$ cat src/rtl/float_add_sub_p.sv
// Pipelined floating-point adder/subtractor.
// Four en_i-qualified stages: swap, align, add, then normalise/round with saturation and flush-to-zero.
module float_add_sub_p #(
  parameter  int unsigned EXP_W = 5,
  parameter  int unsigned MAN_W = 6,
  localparam int unsigned W     = 1 + EXP_W + MAN_W
) (
  input  logic         clk_i,
  input  logic         rst_i,
  input  logic         en_i,
  input  logic         valid_i,
  input  logic         sub_i,
  input  logic [W-1:0] data_1_i,
  input  logic [W-1:0] data_2_i,
  output logic         valid_o,
  output logic [W-1:0] data_sum_o,
  output logic         ovf_o,
  output logic         unf_o
);

  localparam int unsigned SW      = MAN_W + 4;
  localparam int unsigned EW      = EXP_W + 2;
  localparam int unsigned SH_W    = $clog2(SW);
  localparam int unsigned EXP_MAX = (1 << EXP_W) - 1;

  // Stage 1 inputs: effective sign of b, hidden-bit significands, magnitude order.
  logic             sign_a, sign_b, nz_a, nz_b, a_big;
  logic [EXP_W-1:0] exp_a, exp_b;
  logic [MAN_W:0]   sig_a, sig_b;

  assign sign_a = data_1_i[W-1];
  assign sign_b = data_2_i[W-1] ^ sub_i;
  assign exp_a  = data_1_i[W-2:MAN_W];
  assign exp_b  = data_2_i[W-2:MAN_W];
  assign nz_a   = |exp_a;
  assign nz_b   = |exp_b;
  assign sig_a  = {nz_a, data_1_i[MAN_W-1:0] & {MAN_W{nz_a}}};
  assign sig_b  = {nz_b, data_2_i[MAN_W-1:0] & {MAN_W{nz_b}}};
  assign a_big  = data_1_i[W-2:0] >= data_2_i[W-2:0];

  logic             s1_valid, s1_sign_l, s1_sign_s;
  logic [EXP_W-1:0] s1_exp_l, s1_exp_s;
  logic [MAN_W:0]   s1_sig_l, s1_sig_s;

  logic             s2_valid, s2_sign, s2_eff_sub;
  logic [EXP_W-1:0] s2_exp;
  logic [SW-1:0]    s2_sig_l, s2_sig_s;

  logic             s3_valid, s3_sign;
  logic [EXP_W-1:0] s3_exp;
  logic [SW:0]      s3_sum;

  // Stage 2 alignment: shift smaller significand right, folding lost bits into sticky.
  logic [EXP_W-1:0] diff;
  logic [SW-1:0]    ext, shifted;
  logic             sticky;

  assign diff = s1_exp_l - s1_exp_s;
  assign ext  = {s1_sig_s, 3'b000};

  always_comb begin
    shifted = '0;
    sticky  = 1'b0;
    if (32'(diff) >= MAN_W + 3) begin
      shifted[0] = |s1_sig_s;
    end else begin
      for (int unsigned i = 0; i < SW; i++) begin
        if (i < 32'(diff)) sticky = sticky | ext[i];
      end
      shifted    = ext >> diff;
      shifted[0] = shifted[0] | sticky;
    end
  end

  // Stage 4: leading-one detect, normalise, round to nearest even, range check.
  logic [SH_W-1:0]  lz;
  logic [SW-1:0]    norm;
  logic [EW-1:0]    exp_n, exp_f;
  logic [MAN_W+1:0] man_r;
  logic [MAN_W-1:0] man_f;
  logic             rnd_up, zero_c, ovf_c, unf_c;
  logic [W-1:0]     res_c;

  always_comb begin
    lz = '0;
    for (int unsigned i = 0; i < SW; i++) begin
      if (s3_sum[i]) lz = SH_W'(SW - 1 - i);
    end
    if (s3_sum[SW]) begin
      norm  = {s3_sum[SW:2], |s3_sum[1:0]};
      exp_n = {2'b00, s3_exp} + EW'(1);
    end else begin
      norm  = s3_sum[SW-1:0] << lz;
      exp_n = {2'b00, s3_exp} - EW'(lz);
    end
    rnd_up = norm[2] & (norm[1] | norm[0] | norm[3]);
    man_r  = {1'b0, norm[SW-1:3]} + (MAN_W+2)'(rnd_up);
    man_f  = man_r[MAN_W+1] ? man_r[MAN_W:1] : man_r[MAN_W-1:0];
    exp_f  = exp_n + EW'(man_r[MAN_W+1]);
    zero_c = (s3_sum == '0);
    ovf_c  = !zero_c && !exp_f[EW-1] && (exp_f > EW'(EXP_MAX));
    unf_c  = !zero_c && (exp_f[EW-1] || (exp_f == '0));
    if (zero_c || unf_c) begin
      res_c = '0;
    end else if (ovf_c) begin
      res_c = {s3_sign, {(W-1){1'b1}}};
    end else begin
      res_c = {s3_sign, exp_f[EXP_W-1:0], man_f};
    end
  end

  // Valid chain and output registers; reset wins over en_i.
  always_ff @(posedge clk_i) begin
    if (rst_i) begin
      s1_valid   <= 1'b0;
      s2_valid   <= 1'b0;
      s3_valid   <= 1'b0;
      valid_o    <= 1'b0;
      data_sum_o <= '0;
      ovf_o      <= 1'b0;
      unf_o      <= 1'b0;
    end else if (en_i) begin
      s1_valid <= valid_i;
      s2_valid <= s1_valid;
      s3_valid <= s2_valid;
      valid_o  <= s3_valid;
      if (s3_valid) begin
        data_sum_o <= res_c;
        ovf_o      <= ovf_c;
        unf_o      <= unf_c;
      end
    end
  end

  // Datapath stage registers; free to toggle on invalid slots.
  always_ff @(posedge clk_i) begin
    if (en_i) begin
      s1_sign_l  <= a_big ? sign_a : sign_b;
      s1_sign_s  <= a_big ? sign_b : sign_a;
      s1_exp_l   <= a_big ? exp_a : exp_b;
      s1_exp_s   <= a_big ? exp_b : exp_a;
      s1_sig_l   <= a_big ? sig_a : sig_b;
      s1_sig_s   <= a_big ? sig_b : sig_a;

      s2_sign    <= s1_sign_l;
      s2_eff_sub <= s1_sign_l ^ s1_sign_s;
      s2_exp     <= s1_exp_l;
      s2_sig_l   <= {s1_sig_l, 3'b000};
      s2_sig_s   <= shifted;

      s3_sign    <= s2_sign;
      s3_exp     <= s2_exp;
      s3_sum     <= s2_eff_sub ? ({1'b0, s2_sig_l} - {1'b0, s2_sig_s})
                               : ({1'b0, s2_sig_l} + {1'b0, s2_sig_s});
    end
  end

endmodule

$ cat config.mk
export PLATFORM = sky130hd
export DESIGN_NAME = float_add_sub_p
export DESIGN_NICKNAME = d
export VERILOG_FILES = /design/src/rtl/float_add_sub_p.sv
export SDC_FILE = /design/constraint.sdc
export NUM_CORES = 1
export LEC_CHECK = 0
export ABC_AREA = 1
export BUFFER_PORTS_ARGS = -buffer_cell sky130_fd_sc_hd__buf_2
export CORE_ASPECT_RATIO = 0.75
export CORE_MARGIN = 5
export CORE_UTILIZATION = 38
export CTS_CLUSTER_DIAMETER = 80
export DETAILED_ROUTE_END_ITERATION = 6
export GPL_TIMING_DRIVEN = 0
export SYNTH_ARGS = -nofsm -noshare
export SYNTH_HDL_FRONTEND = slang
export SYNTH_SLANG_ARGS = --single-unit
$ cat constraint.sdc
create_clock -name clk_i -period 5.5 [get_ports clk_i]
set_clock_uncertainty 0.2 [all_clocks]
set_input_delay 1.1 -clock clk_i [delete_from_list [all_inputs] [get_ports clk_i]]
set_output_delay 1.1 -clock clk_i [all_outputs]
set_load 0.05 [all_outputs]
# Yosys cells after proc, flatten, opt, wreduce, memory -nomap -nowiden
# Index checks and enable logic that the tools add are counted.
totals:
  reg_bits: 85
  inputBits: 29
  out_inout_bits: 15
classes:
  add_sub_neg: 7
  order_cmp: 10
  shifts: 2
  n_mux: 38
  n_bitwise: 15
  n_reduce_logical: 14
ops:
  columns: ["cell", "n"]
  rows:
  - ["$mux W4", 10]
  - ["$mux W11", 2]
  - ["$mux W7", 3]
  - ["$lt A3 B5 Y1 const A", 4]
  - ["$mux W1", 18]
  - ["$and A6 B6 Y6", 2]
  - ["$mux W12", 1]
  - ["$add A10 B10 Y11", 1]
  - ["$ge A11 B11 Y1", 1]
  - ["$logic_not A11 Y1", 1]
  - ["$sub A10 B10 Y11", 1]
  - ["$lt A4 B5 Y1 const A", 2]
  - ["$mux W10", 1]
  - ["$mux W5", 2]
  - ["$or A1 B1 Y1", 10]
  - ["$reduce_or A5 Y1", 2]
  - ["$shl A10 B4 Y10", 1]
  - ["$shr A10 B5 Y10", 1]
  - ["$add A7 B1 Y8", 1]
  - ["$add A7 B1 Y7", 1]
  - ["$gt A7 B5 Y1 const B", 1]
  - ["$logic_not A7 Y1", 1]
  - ["$reduce_or A7 Y1", 1]
  - ["$add A5 B1 Y6 const B", 1]
  - ["12 further kinds", 17]

# Depth between registers and ports, before layout
depth:
  word_depth: 26
  ltp_mapped: 31
  mapped_depth_nobuf: 31

# Worst setup path before layout
# Ideal clock, no wire load.
synth_timing:
  kind: "register to register"
  from: "register s3_sum[4]"
  to: "register data_sum_o[7]"
  setup_ns: 0.132
  arrival_ns: 3.016
  t_required_ns: 5.168
  path_slack_ns: 2.152
  path_stages_with_launch: 23
  n_path_buf: 1
  synth_period_minus_slack_ns: 3.348
  path_cell_list: "edfxtp_1 > o31ai_2 > nand2_2 > clkinv_2 > nand4_1 > nand3_1 > nand3_2 > nand2_4 > nand2_4 > nor2_8 > nand2_4 > clkinv_2 > ha_1 > ha_1 > nand3_1 > or2_1 > nand2_1 > nand4_1 > o21ai_1 > nor3_2 > buf_4 > o21ai_1 > a21oi_1"
synth_between:
  elab_chain_len: 18
  elab_cells_between_ends: 27
synth_lines:
  columns: ["item", "line", "text"]
  rows:
  - ["start, declared", "51", "logic [SW:0] s3_sum;"]
  - ["start signal, assigned", "153", "s3_sum <= s2_eff_sub ? ({1'b0, s2_sig_l} - {1'b0, s2_sig_s})"]
  - ["parallel branches: the longest is 17 deep, another holds $add A7 B1 Y8", null, null]
  - ["$mux W12 *", "103", "if (zero_c || unf_c) begin"]
  - ["end signal, assigned", "128", "data_sum_o <= res_c;"]
  - ["end, declared", "16", "output logic [W-1:0] data_sum_o,"]
# Mark *: on every way between the ends.
# A chain may end at the register's enable or synchronous reset.

# Worst setup path after layout
layout_timing:
  from: "register s3_sum[3]"
  to: "register data_sum_o[3]"
layout_between:
  elab_chain_len: 19
  elab_cells_between_ends: 29
layout_lines:
  columns: ["item", "line"]
  rows:
  - ["parallel branches: the longest is 18 deep, another holds $shl A10 B4 Y10", null]
  - ["$mux W12 *", "103"]
# Marks and branches as above.

==> results.md <==
* Setup-failing EPs final at 0
* Area Growth Syn to Fin at 14.05%
* Unrepaired setup endpoints after global routing: no
* PwrDens at 368.9 mW/mm^2
* Largest net degree at the start of global routing at 73
* ANT cells at 0
* Seq cells post-synth at 85
* Vias in the first global route at 4372
* Pre-antenna DRT Iters at 5
* Placed instance area at 0.005949 mm^2
* Setup total negative slack at 0 ns
* Number of max-cap violations at 0
* Hold Slack at 0.2221 ns
* CORE AREA at 0.01431 mm^2
* Crit. End Element: register
* EDFF count, synth at 67
* Core Util, Final at 0.4372
* Final WL at 11.70 mm
* Skew-Pair Late Insertion Delay at 0.34 ns
* Row Count at 38
* Synth Flop Type: edfxtp_1
* Total power at 2.309 mW
* Worst setup margin at 1.538 ns
* Sequential area share after synthesis at 0.4324
* Critical Path End: data_sum_o[3]
* First-pass GRT wire length at 20.13 mm
* Syn_nets at 729
* Die footprint at 0.01697 mm^2
* Status: complete, no violations
* Placed instance count at 901
* Clock transition at path regs at 0.06 ns
* CTS buffer count at 9
* Layout cell share with drive strength beyond 1 at 0.1311
* Yosys warnings at 0
* Slew margin rel. at 0.4271
* Total GRT Usage at 0.1448
* Slew Viols, Final at 0
* RR Endpoint: data_sum_o[3]
* Worst-margin pin slew at 0.8593 ns
* R2r startpoint: s3_sum[3]
* Fmax at 252.4 MHz
* Startpoint types: register
* Die Ht at 114.1 um
* WL/cell at 12.75 um
* Resized Gates After CTS at 0
* Via count at 4532
* Antenna violations before repair at 0
* Final Cell Area at 0.006257 mm^2
* Synth Instances at 659
* H-tree levels at 3
* Worst Path Max Fanout at 10
* I/O pin cnt at 44
* Most frequent CP cell: nand2_1
* Fin nets at 782
* Worst slack, placed at 1.595 ns
* Crit path launch: s3_sum[3]
* Placer Congestion at 0.8889
* Gr ovfl total at 0
* Initial Util at 0.3834
* Clk sinks at 85
* CTS tree: built
* DR vias/cell at 4.942
* Minimum clock period at 3.962 ns
* DIE WIDTH at 148.7 um
* Syn avg cell area at 8.326 um^2
* Syn Std Cell Area at 0.005487 mm^2
* Largest stage delay, worst path at 0.45 ns
* CP Cell Sequence: nor2_1, o31ai_2, nand2_2, clkinv_2, nand3_1, nand3_1, nand2_1, nand2_1, nor2_4, nand2_2, inv_4, nand2_4, clkinv_2, ha_1, ha_1, nand3_1, or2_1, nand2_1, nand4_1, o21ai_1, nor3_2, buf_4, nand2_1, a21oi_2
* DRC Markers at 0
* Crit share post-route at 0.7203
* R2R depth at 24
* Worst EP required at 5.51 ns
* Async set-reset flop share out of synthesis at 0
* Detail Route Antenna Nets at 0
* Leak at 2.815 nW
* Post-route insts no fill at 917
* Worst endpoint data arrival time at 3.98 ns
* Post-CTS Setup Bufs at 0
* 1st-iter DRT viols at 305
* CP max stage cell: edfxtp_1
* HP Class: register to register
* DP Wirelength at 9.243 mm
* Cts hold-fix bufs at 0
* # port buffers at 42
* CTS Buffer Depth at 2
* Cell variety after synth at 48
* Flop-to-flop setup slack at 1.54 ns
* Worst vdd ir at 0.1381 mV
* CTS Root Cell: clkbuf_16
* Final hold vios at 0
* Critical path type: register to register
sequential cells by signal, summed over array words and instances (netlist names):
register / flops
data_sum_o: 12
ovf_o: 1
s1_exp_l: 5
s1_exp_s: 5
s1_sig_l: 7
s1_sig_s: 7
s1_sign_l: 1
s1_sign_s: 1
s1_valid: 1
s2_eff_sub: 1
s2_exp: 5
s2_sig_l: 7
s2_sig_s: 10
s2_sign: 1
s2_valid: 1
s3_exp: 5
s3_sign: 1
s3_sum: 11
s3_valid: 1
unf_o: 1
valid_o: 1
worst max-delay path, delay by kind of cell, from the launching register on:
| kind | cells | cell delay, ns |
|---|---|---|
| buf+inv | 4 | 0.54 |
| simple gates | 15 | 1.95 |
| flops | 1 | 0.45 |
| fa+ha+maj | 2 | 0.35 |
| compound gates | 3 | 0.36 |
placed cells by master, fill, tap and decap left out, types with 6 or more instances in the layout:
cell type	synthesis	routed
edfxtp_1	67	67
o22ai_1	15	15
o21ai_0	44	44
dfxtp_1	18	18
ha_1	38	38
o21ai_1	6	6
clkbuf_1	9	9
nor2_1	36	36
clkbuf_16	0	9
nand2_1	151	151
xor2_1	16	16
nand3_1	47	47
nand4_1	8	8
buf_2	2	43
a21oi_1	46	46
inv_1	85	85
nor3_1	6	6
synthesized netlist by cell type (all sizes together) (3+ instances only):
| master | number | area, um^2 |
|---|---|---|
| a211oi | 3 | 22.52 |
| a21oi | 47 | 239.0 |
| a31oi | 5 | 31.28 |
| buf | 6 | 40.03 |
| clkbuf | 9 | 33.78 |
| dfxtp | 18 | 360.4 |
| edfxtp | 67 | 2012 |
| fa | 3 | 60.06 |
| ha | 38 | 475.5 |
| inv | 90 | 340.3 |
| nand2 | 160 | 643.1 |
| nand3 | 49 | 255.3 |
| nand4 | 9 | 62.56 |
| nor2 | 39 | 172.7 |
| nor3 | 7 | 40.04 |
| nor4 | 3 | 18.77 |
| o21ai | 51 | 259.0 |
| o22ai | 15 | 93.84 |
| o31ai | 6 | 55.05 |
| or2 | 5 | 31.28 |
| xnor2 | 3 | 26.28 |
| xor2 | 16 | 140.1 |
power by group:
group          leakage [nW]  internal (mW)  switching, mW  total (mW)
Clock                 0.150          0.360          0.261       0.620
Sequential            0.807          0.800         0.0567       0.857
Combinational          1.86          0.291          0.541       0.832
Total                  2.81           1.45          0.858        2.31
kinds of logic after synthesis:
family | after synthesis | synth area share
fa+ha+maj | 41 | 0.09761
compound gates | 132 | 0.1350
xor+xnor | 19 | 0.03033
simple gates | 274 | 0.2255
buf+inv | 107 | 0.07731
flops | 85 | 0.4324
mux | 1 | 0.001824
metal layers:
layer / global-route usage / share of wire / vias to the layer above
met5: 0 / 0 / -
met4: 0.04024 / 0.0091 / 0
met3: 0.03166 / 0.051 / 9
met2: 0.2334 / 0.44 / 108
met1: 0.1987 / 0.50 / 2062
li1: - / - / 2353
area by class of cell:
| cell class | count | area [um^2] |
|---|---|---|
| Multi-Input combinational cell | 467 | 2690 |
| Tap cell | 200 | 250.2 |
| Inverter | 92 | 350.3 |
| Clock buffer | 9 | 225.2 |
| Sequential cell | 85 | 2372 |
| Clock inverter | 7 | 82.58 |
| Timing Repair Buffer | 42 | 212.7 |
| Fill cell | 1415 | 8054 |
| Buffer | 15 | 73.82 |
worst min path at each step:
stage	start	endpoint	slack, ns	cells after the start
floorplan	s1_sig_l[0]	s2_sig_l[3]	0.20	0
finish	s2_exp[3]	s3_exp[3]	0.22	0
detailed placement	s2_exp[3]	s3_exp[3]	0.21	0
global placement	s2_exp[1]	s3_exp[1]	0.20	0
global route	s2_exp[2]	s3_exp[2]	0.23	0
CTS	s2_exp[3]	s3_exp[3]	0.22	0
Power figures use the tool's default switching activity.
